==> config.mk <==
export PLATFORM = sky130hd
export DESIGN_NAME = df_process_perf_monitor
export DESIGN_NICKNAME = d
export VERILOG_FILES = /design/src/rtl/df_mon_pkg.sv /design/src/rtl/df_proc_counter.sv /design/src/rtl/df_process_perf_monitor.sv
export SDC_FILE = /design/constraint.sdc
export NUM_CORES = 2
export LEC_CHECK = 0
export CAP_MARGIN = 20
export CORE_AREA = 5 5 315 286
export CTS_CLUSTER_DIAMETER = 60
export DETAILED_ROUTE_END_ITERATION = 7
export DIE_AREA = 0 0 320 291
export GPL_ROUTABILITY_DRIVEN = 1
export GPL_TIMING_DRIVEN = 0
export SETUP_SLACK_MARGIN = 0.5
export SKIP_CTS_REPAIR_TIMING = 1
export SLEW_MARGIN = 20
export SYNTH_ARGS = -nofsm -noshare
export SYNTH_HDL_FRONTEND = slang
export SYNTH_HIERARCHICAL = 1
export SYNTH_SLANG_ARGS = --single-unit
==> constraint.sdc <==
create_clock -name ap_clk -period 2.9 [get_ports ap_clk]
set_input_delay 0.29 -clock ap_clk [delete_from_list [all_inputs] [get_ports ap_clk]]
set_output_delay 0.29 -clock ap_clk [all_outputs]
set_load 0.01 [all_outputs]
==> src/rtl/df_mon_pkg.sv <==
// Shared types and helpers for the dataflow process activity/stall monitor.
package df_mon_pkg;

  typedef enum logic [1:0] {
    P_IDLE   = 2'd0,
    P_RUN    = 2'd1,
    P_OSTALL = 2'd2
  } proc_state_e;

  localparam logic [1:0] RD_ITER  = 2'd0;
  localparam logic [1:0] RD_RUN   = 2'd1;
  localparam logic [1:0] RD_STALL = 2'd2;
  localparam logic [1:0] RD_IDLE  = 2'd3;

  localparam int CNT_MAX_W = 64;

  typedef struct packed {
    logic start;
    logic done;
    logic cont;
  } proc_tap_t;

  // Increment v as a w-bit counter, holding at all-ones instead of wrapping.
  function automatic logic [CNT_MAX_W-1:0] sat_inc(input logic [CNT_MAX_W-1:0] v, input int w);
    logic [CNT_MAX_W-1:0] top;
    top = (w >= CNT_MAX_W) ? '1 : ((CNT_MAX_W'(1) << w) - CNT_MAX_W'(1));
    return (v == top) ? v : v + CNT_MAX_W'(1);
  endfunction

endpackage

==> src/rtl/df_proc_counter.sv <==
// One monitored process: ap_ctrl_chain state tracker plus iter/run/stall/idle counters.
module df_proc_counter
  import df_mon_pkg::*;
#(
  parameter int CNT_W = 32
) (
  input  logic                  ap_clk,
  input  logic                  ap_rst_n,
  input  logic                  en,
  input  logic                  clr,
  input  proc_tap_t             tap,
  output proc_state_e           state,
  output logic [3:0][CNT_W-1:0] cnt
);

  proc_state_e state_nxt;
  logic [3:0]  inc;

  always_comb begin
    state_nxt = state;
    inc       = '0;
    unique case (state)
      P_IDLE: begin
        if (tap.start) begin
          inc[RD_RUN] = 1'b1;
          if (tap.done && tap.cont) inc[RD_ITER] = 1'b1;
          else if (tap.done)        state_nxt = P_OSTALL;
          else                      state_nxt = P_RUN;
        end else begin
          inc[RD_IDLE] = 1'b1;
        end
      end
      P_RUN: begin
        inc[RD_RUN] = 1'b1;
        if (tap.done) begin
          if (tap.cont) begin
            inc[RD_ITER] = 1'b1;
            state_nxt    = tap.start ? P_RUN : P_IDLE;
          end else begin
            state_nxt = P_OSTALL;
          end
        end
      end
      P_OSTALL: begin
        inc[RD_STALL] = 1'b1;
        if (tap.cont) begin
          inc[RD_ITER] = 1'b1;
          state_nxt    = tap.start ? P_RUN : P_IDLE;
        end
      end
      default: state_nxt = P_IDLE;
    endcase
  end

  // State tracks the handshake even outside the window so counting resumes correctly.
  always_ff @(posedge ap_clk or negedge ap_rst_n) begin
    if (!ap_rst_n) state <= P_IDLE;
    else           state <= state_nxt;
  end

  always_ff @(posedge ap_clk or negedge ap_rst_n) begin
    if (!ap_rst_n) begin
      cnt <= '0;
    end else if (clr) begin
      cnt <= '0;
    end else if (en) begin
      for (int k = 0; k < 4; k++)
        if (inc[k]) cnt[k] <= CNT_W'(sat_inc(CNT_MAX_W'(cnt[k]), CNT_W));
    end
  end

endmodule

==> src/rtl/df_process_perf_monitor.sv <==
// Activity/stall monitor for NUM_PROC dataflow processes: window, top counters, deadlock timer, read port.
module df_process_perf_monitor
  import df_mon_pkg::*;
#(
  parameter  int NUM_PROC = 4,
  parameter  int CNT_W    = 32,
  parameter  int TIMEOUT  = 65536,
  localparam int PW       = $clog2(NUM_PROC + 1),
  localparam int TW       = $clog2(TIMEOUT)
) (
  input  logic                ap_clk,
  input  logic                ap_rst_n,
  input  logic                top_start,
  input  logic                top_done,
  input  logic [NUM_PROC-1:0] p_start,
  input  logic [NUM_PROC-1:0] p_ready,
  input  logic [NUM_PROC-1:0] p_done,
  input  logic [NUM_PROC-1:0] p_continue,
  input  logic                clr,
  input  logic                rd_en,
  input  logic [PW-1:0]       rd_proc,
  input  logic [1:0]          rd_sel,
  output logic                rd_valid,
  output logic [CNT_W-1:0]    rd_data,
  output logic                window,
  output logic                deadlock,
  output logic [NUM_PROC-1:0] blocked_mask
);

  logic                                cnt_en;
  logic                                progress;
  logic [NUM_PROC-1:0]                 busy;
  logic [NUM_PROC-1:0][3:0][CNT_W-1:0] pcnt;
  logic [CNT_W-1:0]                    top_iter, top_run, rd_mux;
  logic [TW-1:0]                       timer;

  // The set cycle counts, so the enable looks ahead at top_start.
  assign cnt_en   = window | top_start;
  assign progress = (|p_ready) | (|(p_done & p_continue)) | top_done;

  for (genvar i = 0; i < NUM_PROC; i++) begin : g_proc
    proc_tap_t   tap;
    proc_state_e st;
    assign tap = '{start: p_start[i], done: p_done[i], cont: p_continue[i]};
    df_proc_counter #(.CNT_W(CNT_W)) u_proc (
      .ap_clk   (ap_clk),
      .ap_rst_n (ap_rst_n),
      .en       (cnt_en),
      .clr      (clr),
      .tap      (tap),
      .state    (st),
      .cnt      (pcnt[i])
    );
    assign busy[i] = (st != P_IDLE);
  end

  always_ff @(posedge ap_clk or negedge ap_rst_n) begin
    if (!ap_rst_n) window <= 1'b0;
    else           window <= cnt_en & ~top_done;
  end

  always_ff @(posedge ap_clk or negedge ap_rst_n) begin
    if (!ap_rst_n) begin
      top_iter <= '0;
      top_run  <= '0;
    end else if (clr) begin
      top_iter <= '0;
      top_run  <= '0;
    end else if (cnt_en) begin
      top_run <= CNT_W'(sat_inc(CNT_MAX_W'(top_run), CNT_W));
      if (top_done) top_iter <= CNT_W'(sat_inc(CNT_MAX_W'(top_iter), CNT_W));
    end
  end

  // Timer parks at TIMEOUT-1; the mask is captured only on the first detection.
  always_ff @(posedge ap_clk or negedge ap_rst_n) begin
    if (!ap_rst_n) begin
      timer        <= '0;
      deadlock     <= 1'b0;
      blocked_mask <= '0;
    end else if (clr) begin
      timer        <= '0;
      deadlock     <= 1'b0;
      blocked_mask <= '0;
    end else if (progress || !window) begin
      timer <= '0;
    end else if (timer == TW'(TIMEOUT - 1)) begin
      if (!deadlock) begin
        deadlock     <= 1'b1;
        blocked_mask <= busy;
      end
    end else begin
      timer <= timer + TW'(1);
    end
  end

  always_comb begin
    rd_mux = '0;
    for (int i = 0; i < NUM_PROC; i++)
      if (rd_proc == PW'(i)) rd_mux = pcnt[i][rd_sel];
    if (rd_proc == PW'(NUM_PROC)) begin
      if (rd_sel == RD_ITER)     rd_mux = top_iter;
      else if (rd_sel == RD_RUN) rd_mux = top_run;
    end
  end

  always_ff @(posedge ap_clk or negedge ap_rst_n) begin
    if (!ap_rst_n) begin
      rd_valid <= 1'b0;
      rd_data  <= '0;
    end else begin
      rd_valid <= rd_en;
      if (rd_en) rd_data <= rd_mux;
    end
  end

endmodule

==> flow_summary.toml <==
[yosys]
yosys_most_used_dff = "dfrtp_1"
synth_fa_ha_area_share_pct = 0.590
netlist_area_sq_um = 40300
synth-xor-area-share_pct = 2.00
ys_seq_area_share_pct = 39.7
synth_compound_area_share_pct = 16.2
post_synth.cell_area_avg_sq_um = 9.27
synth_top_family_by_area = "simple AND/OR/NAND/NOR gates"
synthDistinctLibCells = 76
async_reset_ff_share_pct = 100
muxShareOfSynthArea_pct = 10.1
synthSimpleGateAreaFrac_pct = 27.8
ys_warn_count = 6
synth_nets = 4393
synthCells = 4347
ys_ff_latch = 639
synth_edf_count = 0

[floorplan]
start_util_pct = 46.4
die_x_um = 320
row_count = 103
pin_count = 66
fp.dieArea_sq_um = 93100
dieHeight_um = 291
core_sq_um = 86700

[setup_path]
crit_path_max_fanout = 10
cp_num_buf_inv = 2
cp-end-kind = "flop"
reg2reg_depth = 7
cpPeakStageDelay_ns = 0.56
critPathKind = "reg2reg"
cp.required_ns = 3.42
cpLargestDelayFamily = "simple AND/OR/NAND/NOR gates"
crit_cells = 7
start_kind = "flop"
crit_chain = "nand4_1 > or4_1 > clkbuf_1 > o211ai_1 > clkbuf_2 > nor4_1 > mux2_2"
cpMaxStageDelayCell = "or4_1"
critical_path_arrival_ns = 3.26

[pwr]
internal-power_mw = 15.4
power_frac_seq_pct = 44.6
clock_power_share_pct = 47.3
irDropWorstVdd_uv = 384
leakagePower_nw = 17.8
combPwrFrac_pct = 8.1
switching_share_pct = 25.6
power.net_switching_mw = 5.28
powerDensity_nw_per_um2 = 424
power_mw = 20.7

[sta]
drv_slew = 0
tightest_slew_ns = 1.08
relSlewSlack_pct = 27.8
max_freq_ghz = 0.365
hold_ws_ns = 0.198
finalSetupViolations = 0
final.period_utilization_pct = 94.4
finalClockSkew_ns = 0.0213
hold_viol = 0
rsz0062_at_grt = "yes"
layout_min_cycle_time_ns = 2.74

[layout]
layout-drive-gt1-share_pct = 20.4
multiInputGateArea_sq_um = 24400
register_area_sq_um = 16000
fillers = 7653
nNetsFinal = 4753
syn2layout_area_growth_pct = 21.0

[clock_network]
clk_pin_slew_worst_paths_ns = 0.06
tritoncts = "done"
cts_sinks = 639
clk_latency_ns = 0.65
htree_levels = 3
cts_buffers = 78
cts_root_buf = "clkbuf_16"
clockBufferDepth = 3

[flow_run]
maxCapViolCount = 0

[global_route]
grt_pass1_wl_mm = 218
grt_pass1_vias = 34400
grt_overflow = 0
groute.layer.met2.usage_pct = 41.4
top_usage_layer = "met1"
grt_use_met1_pct = 45.8
grt_util_met3_pct = 8.70
grt_max_degree = 93
antenna_found_initial = 4
grt_usage_pct = 30.0

[routing]
vias = 39100
drt_iter0_drc = 4355
antenna_left = 0
avgViaCountPerCell = 6.62
drc = 0
wl_per_cell_um = 25.4
routed_wl_mm = 150
drt_pass1_iterations = 6

[worst_hold_path]
hold_depth = 3
hold_path_class = "in2reg"

[placement]
port_buffers = 61
hpwl_mm = 109
place_congestion = 0.981

[status]
status = "complete, no violations"
==> registers in the layout, indices dropped and copies added, names as in the netlist <==
register / flops
g_proc.u_proc/cnt: 512
g_proc.u_proc/state: 8
timer: 16
top_run: 32
blocked_mask: 4
rd_valid: 1
top_iter: 32
window: 1
rd_data: 32
deadlock: 1
==> power by group through the flow <==
stage	Sequential [mW]	Combinational [mW]	Clock, mW
global route	9.22	1.80	10.3
floorplan	9.27	0.731	0
detailed placement	9.35	1.49	0
CTS	9.19	1.49	9.94
global placement	9.38	1.44	0
finish	9.21	1.66	9.78
==> cell type report <==
cell class                 count  share of cell area, %
clock inverter                13                  0.303
buffer                       276                   2.93
sequential                   639                   32.9
timing repair buffer         277                   5.49
multi-input combinational   3358                   50.0
inverter                      77                  0.593
clock buffer                 118                   4.81
tap                         1155                   2.97
antenna                        1                0.00513
==> cell families (layout without fill, tap and decap cells) <==
logic type      count (synthesis)  count (layout)
flops                         639             639
xor+xnor                       92              92
simple gates                 1911            1913
compound gates               1065            1066
buf+inv                       353             761
fa+ha+maj                      19              19
other cells                     0               1
mux                           268             268
==> per-layer routing <==
layer	vias to the layer above	share of wire, %
met4	4	3.1
met3	257	12
met2	1895	41
li1	17600	-
met1	19400	44
met5	-	0.020
==> cell usage in the layout (no fill, tap or decap), types with 26 or more instances in the layout <==
cell and count:
dfrtp_2 30, buf_2 40, buf_4 165, and4_1 46, nor4_4 30, and3_1 50
or4_4 42, buf_6 52, clkdlybuf4s50_1 60, xnor2_1 64, a211oi_1 29, nand4_1 160
and2_1 28, nand2_1 299, nor2_1 259, xor2_1 26, mux2i_1 60, a21oi_1 392
nor2b_1 119, a21oi_2 48, a22oi_1 26, o21ai_0 168, dfrtp_1 609, o31ai_1 205
clkbuf_1 193, nor3_1 42, mux2_2 99, mux4_2 101, inv_1 77, o211ai_1 42
a41oi_1 30, nand3_1 209, or3_1 168, clkbuf_16 84, nor4_1 49, or4_1 208
or2_2 32
==> synthesized netlist by cell type (9+ instances only) <==
| master | number | area share (%) |
|---|---|---|
| a2111oi_0 | 18 | 0.39 |
| a211oi_1 | 30 | 0.56 |
| a21oi_1 | 440 | 5.5 |
| a22oi_1 | 26 | 0.48 |
| a41oi_1 | 30 | 0.65 |
| and2_1 | 28 | 0.43 |
| and3_1 | 50 | 0.78 |
| and4_1 | 46 | 1.0 |
| and4_2 | 12 | 0.30 |
| buf_2 | 42 | 0.52 |
| clkbuf_1 | 213 | 2.0 |
| dfrtp_1 | 639 | 40 |
| ha_1 | 19 | 0.59 |
| inv_1 | 77 | 0.72 |
| mux2_2 | 106 | 3.0 |
| mux2i_1 | 60 | 1.5 |
| mux4_2 | 101 | 5.6 |
| nand2_1 | 301 | 2.8 |
| nand2b_1 | 20 | 0.31 |
| nand3_1 | 218 | 2.7 |
| nand3b_1 | 16 | 0.30 |
| nand4_1 | 160 | 2.5 |
| nor2_1 | 260 | 2.4 |
| nor2b_1 | 119 | 1.8 |
| nor3_1 | 46 | 0.57 |
| nor3b_1 | 12 | 0.22 |
| nor4_1 | 74 | 1.1 |
| nor4_4 | 9 | 0.48 |
| nor4b_1 | 14 | 0.30 |
| o211ai_1 | 42 | 0.78 |
| o21a_1 | 9 | 0.17 |
| o21ai_0 | 186 | 2.3 |
| o22ai_1 | 9 | 0.14 |
| o311ai_0 | 13 | 0.28 |
| o31ai_1 | 226 | 4.2 |
| or2_2 | 37 | 0.57 |
| or3_1 | 180 | 2.8 |
| or4_1 | 242 | 4.5 |
| xnor2_1 | 66 | 1.4 |
| xor2_1 | 26 | 0.57 |
==> through the flow <==
| stage | TNS [ns] | area, sq um | worst slack (ns) | util, % | cells |
|---|---|---|---|---|---|
| 3_5_place_dp | -122.29 | 42600 | -1.12 | 49.1 | 5574 |
| 2_1_floorplan | 0 | 40300 | 0.504 | - | 4347 |
| 3_3_place_gp | - | 42300 | -29.12 | 48.8 | 5563 |
| 5_1_grt | 0 | 48700 | 0.109 | 56.2 | 5913 |
| 6_report | 0 | 48700 | 0.161 | 56.2 | 5914 |
| 4_1_cts | -42.22 | 45100 | -0.757 | 52.0 | 5705 |
==> final timing paths <==
kind,to,start,slack [ns]
setup / recovery,g_proc[0].u_proc/cnt[31],g_proc[0].u_proc/cnt[21],0.16
hold / removal,g_proc[2].u_proc/cnt[57],clr,0.20
setup reg to reg,g_proc[0].u_proc/cnt[31],g_proc[0].u_proc/cnt[21],0.16
hold reg to reg,timer[7],timer[7],0.54
max in group asynchronous,g_proc[1].u_proc/cnt[99],ap_rst_n,0.96
min in group asynchronous,g_proc[3].u_proc/cnt[5],ap_rst_n,0.27
==> worst min-delay path, stage by stage <==
cell and delay [ns]:
clkbuf_1 0.21, nor2b_1 0.15, mux2_2 0.14
No activity file was read; power rests on OpenSTA's default activity.
